==> src/rtl/envelope_generator.sv <==
// ADSR envelope generator: per-sample-tick state machine with saturating level steps.
// state | meaning:  IDLE 0 silent | ATK 1 rising | DEC 2 falling to sustain | SUS 3 hold | REL 4 falling to 0
module envelope_generator #(
  parameter bit RETRIGGER = 1'b1
) (
  input  logic        CLK,
  input  logic        RESET_N,
  input  logic        SAMPLE_TICK,
  input  logic        KEY,
  input  logic [15:0] ATTACK,
  input  logic [15:0] DECAY,
  input  logic [15:0] RLEASE,
  input  logic [15:0] SUSTAIN,
  output logic [15:0] ENV,
  output logic [2:0]  PHASE,
  output logic        ACTIVE,
  output logic        END_PULSE
);

  typedef enum logic [2:0] {
    S_IDLE = 3'd0,
    S_ATK  = 3'd1,
    S_DEC  = 3'd2,
    S_SUS  = 3'd3,
    S_REL  = 3'd4
  } phase_e;

  phase_e      state_q, state_d;
  logic [15:0] env_q, env_d;
  logic        end_pulse_q, end_pulse_d;
  logic        trig_pend_q, trig_pend_d;
  logic        key_q, key_prev_q;

  logic               key_rise;
  logic               trigger;
  logic               key_off;
  logic               state_legal;
  logic [2:0]         state_raw;
  logic [16:0]        atk_sum;
  logic signed [17:0] dec_diff;
  logic signed [17:0] sus_ext;

  always_ff @(posedge CLK or negedge RESET_N) begin
    if (!RESET_N) begin
      state_q     <= S_IDLE;
      env_q       <= 16'h0000;
      end_pulse_q <= 1'b0;
      trig_pend_q <= 1'b0;
      key_q       <= 1'b0;
      key_prev_q  <= 1'b0;
    end else begin
      state_q     <= state_d;
      env_q       <= env_d;
      end_pulse_q <= end_pulse_d;
      trig_pend_q <= trig_pend_d;
      key_q       <= KEY;
      key_prev_q  <= key_q;
    end
  end

  always_comb begin
    state_d     = state_q;
    env_d       = env_q;
    end_pulse_d = 1'b0;

    state_raw   = state_q;
    state_legal = (state_raw <= 3'd4);
    key_rise    = key_q & ~key_prev_q;
    // A press that lands on the tick edge itself still counts for that tick.
    trigger     = trig_pend_q | key_rise |
                  (key_q & ((state_q == S_IDLE) | (state_q == S_REL)));
    key_off     = ~key_q & ((state_q == S_ATK) | (state_q == S_DEC) | (state_q == S_SUS));
    trig_pend_d = SAMPLE_TICK ? 1'b0 : (trig_pend_q | key_rise);

    atk_sum  = {1'b0, env_q} + {1'b0, ATTACK};
    dec_diff = $signed({2'b00, env_q}) - $signed({2'b00, DECAY});
    sus_ext  = $signed({2'b00, SUSTAIN});

    if (SAMPLE_TICK) begin
      if (!state_legal) begin
        state_d = S_IDLE;
        env_d   = 16'h0000;
      end else if (trigger) begin
        state_d = S_ATK;
        env_d   = RETRIGGER ? env_q : 16'h0000;
      end else if (key_off) begin
        state_d = S_REL;
      end else begin
        case (state_q)
          S_ATK: begin
            if ((ATTACK == 16'd0) || (atk_sum >= 17'h0FFFF)) begin
              env_d   = 16'hFFFF;
              state_d = S_DEC;
            end else begin
              env_d = atk_sum[15:0];
            end
          end
          S_DEC: begin
            if ((DECAY == 16'd0) || (dec_diff <= sus_ext)) begin
              env_d   = SUSTAIN;
              state_d = S_SUS;
            end else begin
              env_d = dec_diff[15:0];
            end
          end
          S_SUS: env_d = SUSTAIN;
          S_REL: begin
            if ((RLEASE == 16'd0) || (env_q <= RLEASE)) begin
              env_d       = 16'h0000;
              state_d     = S_IDLE;
              end_pulse_d = 1'b1;
            end else begin
              env_d = env_q - RLEASE;
            end
          end
          default: env_d = 16'h0000;
        endcase
      end
    end
  end

  assign ENV       = env_q;
  assign PHASE     = state_q;
  assign ACTIVE    = (state_q != S_IDLE);
  assign END_PULSE = end_pulse_q;

endmodule

==> config.mk <==
export PLATFORM = sky130hd
export DESIGN_NAME = envelope_generator
export DESIGN_NICKNAME = d
export VERILOG_FILES = /design/src/rtl/envelope_generator.sv
export SDC_FILE = /design/constraint.sdc
export NUM_CORES = 1
export LEC_CHECK = 0
export BUFFER_PORTS_ARGS = -buffer_cell sky130_fd_sc_hd__buf_2
export CAP_MARGIN = 20
export CORE_MARGIN = 5
export CORE_UTILIZATION = 52
export DETAILED_ROUTE_END_ITERATION = 12
export GPL_ROUTABILITY_DRIVEN = 0
export PLACE_DENSITY_LB_ADDON = 0.05
export SLEW_MARGIN = 20
export SYNTH_ARGS = -nofsm -noshare
export SYNTH_HDL_FRONTEND = slang
export SYNTH_SLANG_ARGS = --single-unit
export TNS_END_PERCENT = 1
==> constraint.sdc <==
create_clock -name CLK -period 4.7 [get_ports CLK]
set_input_delay 0.94 -clock CLK [delete_from_list [all_inputs] [get_ports CLK]]
set_output_delay 0.94 -clock CLK [all_outputs]
set_load 0.03 [all_outputs]
==> summary.txt <==
CTS
-------------------------------------------------------------------------------------------
Clock latency on the worst-skew pair .........................................       270 ps
H-Tree Depth .................................................................            1
Number of buffers created by CTS .............................................            3
Clk root buf .................................................................     clkbuf_8
Clock transition at the registers of the reported paths ......................        90 ps
Num Clock Sinks ..............................................................           23
Number of buffers inserted for hold repair after clock tree synthesis ........            0
Maximum clock insertion buffer count .........................................            2
CTS tree .....................................................................         done

GRT
-------------------------------------------------------------------------------------------
Vias in the first global route ...............................................         4940
Wire length of the first global-routing pass .................................     24600 um
Pin count of the biggest net entering global routing .........................           25
Number of antenna violations at the first check in global routing ............            0
Remaining global-route overflow ..............................................            0
Aggregate global-route resource usage ........................................        29.8%

ROUTING
-------------------------------------------------------------------------------------------
Number of vias in the routed layout ..........................................         5168
Remaining antenna violation count after routing ..............................            0
Number of design-rule violations left by the first detailed-router iteration .          514
Via/cell ratio ...............................................................         6.29
Number of optimization iterations in the first detailed-route pass ...........            6
Avg WL per Cell ..............................................................      19.1 um
Residual DRC .................................................................            0
Total routed wirelength ......................................................     15700 um

FINAL LAYOUT
-------------------------------------------------------------------------------------------
Final net count ..............................................................          853
Fillers ......................................................................          740
Fraction of layout cells with a size suffix above 1 ..........................        27.1%
Most used cells in the layout excluding fill and tap cells ................... buf_2, inv_1, ha_1
Post-layout instance area ....................................................    5550 um^2
Layout overhead on the synthesized area ......................................        24.3%
# diodes .....................................................................            0
Most common cell after layout, fill and taps aside ...........................        buf_2

CRITICAL PATH
-------------------------------------------------------------------------------------------
Worst setup path start .......................................................     DECAY[0]
Worst path most repeated cell ................................................       and4_1
Reg-to-Reg Start .............................................................       ENV[0]
Bufs and invs on worst path ..................................................            2
Delay contributed by the slowest stage of the critical path ..................       410 ps
Biggest fanout along the worst timing path ...................................            5
Slowest-stage cell, CP .......................................................         fa_2
Type of the setup path with the least slack .................................. input pin to flip-flop
Required @ worst endpoint ....................................................      4860 ps
Worst R2R End ................................................................     PHASE[1]
Kind of cell with the highest combined delay on the critical path ............ compound AO/OA/AOI/OAI gates
Logic depth of the worst setup path including buffers ........................           20
Register-to-register path setup slack ........................................       180 ps
Crit path capture ............................................................     PHASE[1]
CP endpoint kind .............................................................    flip-flop
Critical path data arrival time ..............................................      4760 ps
FF-to-FF path depth ..........................................................           20
CP cell instances ............................................................ buf_8, ha_4, inv_4, fa_2, a211oi_2, o21bai_1, a21oi_2, o211ai_1, a21oi_1, xnor2_1, ha_1, and4_1, and4_1, nand4_1, o211a_1, nor2_2, nand2_2, o32a_1, nand3_2, mux2_4
CP startpoint kind ...........................................................    input pin

TIMING
-------------------------------------------------------------------------------------------
Worst-margin pin slew ........................................................       798 ps
Final period util ............................................................        97.8%
Final hold vios ..............................................................            0
Final worst hold slack .......................................................       508 ps
Highest achievable clock rate ................................................    0.217 GHz
Slew margin rel. .............................................................        46.8%
Clock period minus final worst setup slack ...................................      4600 ps
Setup repair after global routing missed its margin ..........................          yes
Pins over their slew limit ...................................................            0
# setup viols final ..........................................................            0
Largest clock skew in the final design .......................................      9.19 ps

LOGIC SYNTHESIS
-------------------------------------------------------------------------------------------
Cell type with the largest total area after synthesis ........................         ha_1
Synth Warn # .................................................................            0
EDFF count, synth ............................................................            0
Combined area of all synthesized cells .......................................    4460 um^2
Largest cells by area after synthesis ........................................ ha_1, dfrtp_1, inv_1, a21oi_1, xnor2_1
Synthesized Nets .............................................................          721
Seq/Total Area, Yosys ........................................................        12.9%
Synth Instances ..............................................................          586
Unique masters post-synth ....................................................           77
Main synth FF type ...........................................................      dfrtp_1
Count of state elements after synthesis ......................................           23
Async S/R FF share, synth ....................................................         100%
Post-synth top area share ....................................................        17.9%
Synth Area per Inst ..........................................................    7.62 um^2

WORST HOLD PATH
-------------------------------------------------------------------------------------------
Hold crit path type .......................................................... flip-flop to flip-flop

DIE
-------------------------------------------------------------------------------------------
Total Die Area ...............................................................   10500 um^2
Starting Density .............................................................        53.8%
FP Rows ......................................................................           33
Die Width ....................................................................       103 um
Top-level I/O count ..........................................................           89
Area of the core region ......................................................    8300 um^2
Height of the chip ...........................................................       103 um

POWER AND IR DROP
-------------------------------------------------------------------------------------------
Highest ir drop seen on vdd ..................................................     0.235 mV
Static power due to leakage ..................................................   0.00285 uW
Overall power of the completed layout ........................................      2710 uW
Cell area power density ......................................................  489 nW/um^2

OUTCOME
-------------------------------------------------------------------------------------------
Result of the run ............................................................    completed

PLACEMENT
-------------------------------------------------------------------------------------------
Port Buf Inserts .............................................................           88
Post-detail-place hpwl .......................................................     13100 um
Post-DP Area .................................................................    5370 um^2

FLOW RUN
-------------------------------------------------------------------------------------------
Number of maximum-capacitance violations .....................................            0

logic make-up (layout without fill, tap and decap cells):
group | after synthesis | count (layout) | synth area share (%)
AO/OA/AOI/OAI | 201 | 201 | 31.8
AND/OR/NAND/NOR | 174 | 174 | 20.8
buffers and inverters | 83 | 214 | 7.37
adder cells (fa/ha/maj) | 67 | 67 | 19.3
XOR/XNOR | 30 | 30 | 5.89
flip-flops | 23 | 23 | 12.9
multiplexers | 8 | 8 | 1.99
report_power, final:
part | switching (uW) | internal, uW
registers | 106 | 249
logic | 1280 | 952
clock network | 69.6 | 59.3
cell type report:
type	instances	area, um^2	share of cell area (%)
multi-input cells	480	3680	66.4
clock buffers	3	41.3	0.744
repair buffers	138	838	15.1
flip-flops and latches	23	576	10.4
well taps	105	131	2.37
inverters	72	273	4.92
clock inverters	1	5.00	0.0902
what timing repair did:
action | 4_1_cts | 5_1_grt
setup endpoints to repair | 9 | 19
buffers inserted | 0 | 4
resized for setup | 4 | 23
pin swaps | 2 | 18
how the worst min path moves through the flow:
stage,endpoint,start,slack [ps],cells after the start
2_1_floorplan,key_prev_q,key_q,450,0
3_3_place_gp,key_prev_q,key_q,480,0
3_5_place_dp,key_prev_q,key_q,490,0
4_1_cts,key_prev_q,key_q,510,0
5_1_grt,key_prev_q,key_q,540,0
6_report,key_prev_q,key_q,510,0
worst register-to-register path: cells and delay by family (launching register included):
| family | cells | cell delay, ps |
|---|---|---|
| buf+inv | 2 | 230 |
| fa+ha+maj | 3 | 910 |
| flops | 1 | 420 |
| compound gates | 7 | 1480 |
| simple gates | 6 | 930 |
| mux | 1 | 310 |
| xor+xnor | 1 | 130 |
synthesized netlist by cell type, drive strengths merged (8+ instances only):
library cell,number
o21ai,37
nand3,13
ha,64
o21a,11
nand4,8
inv,72
xnor2,19
a31oi,12
a21o,17
clkbuf,8
a21oi,39
dfrtp,23
a211oi,9
nor2,30
xor2,11
nor3,30
nand2,38
nor4,13
routing by layer:
metal | routed length (um) | global-route usage [%] | vias up
met2 | 7130 | 50.4 | 245
li1 | - | - | 2487
met4 | 301 | 5.45 | 0
met5 | 0 | 0 | -
met3 | 1350 | 1.96 | 30
met1 | 6880 | 42.2 | 2406
registers in the layout, indices dropped and copies added (netlist names):
name,flops
key_prev_q,1
key_q,1
ENV,16
END_PULSE,1
trig_pend_q,1
PHASE,3
metrics by stage:
| stage | instances | TNS [ps] | setup WS [ps] | utilization [%] |
|---|---|---|---|---|
| finish | 822 | 0 | 102 | 66.9 |
| floorplan | 586 | 0 | 2.72 | - |
| global placement | 814 | -2220 | -211 | 64.7 |
| CTS | 818 | 0 | 4.35 | 65.5 |
| global route | 822 | -1260 | -131 | 66.9 |
| detailed placement | 814 | -4920 | -384 | 64.7 |
Power figures use the tool's default switching activity.
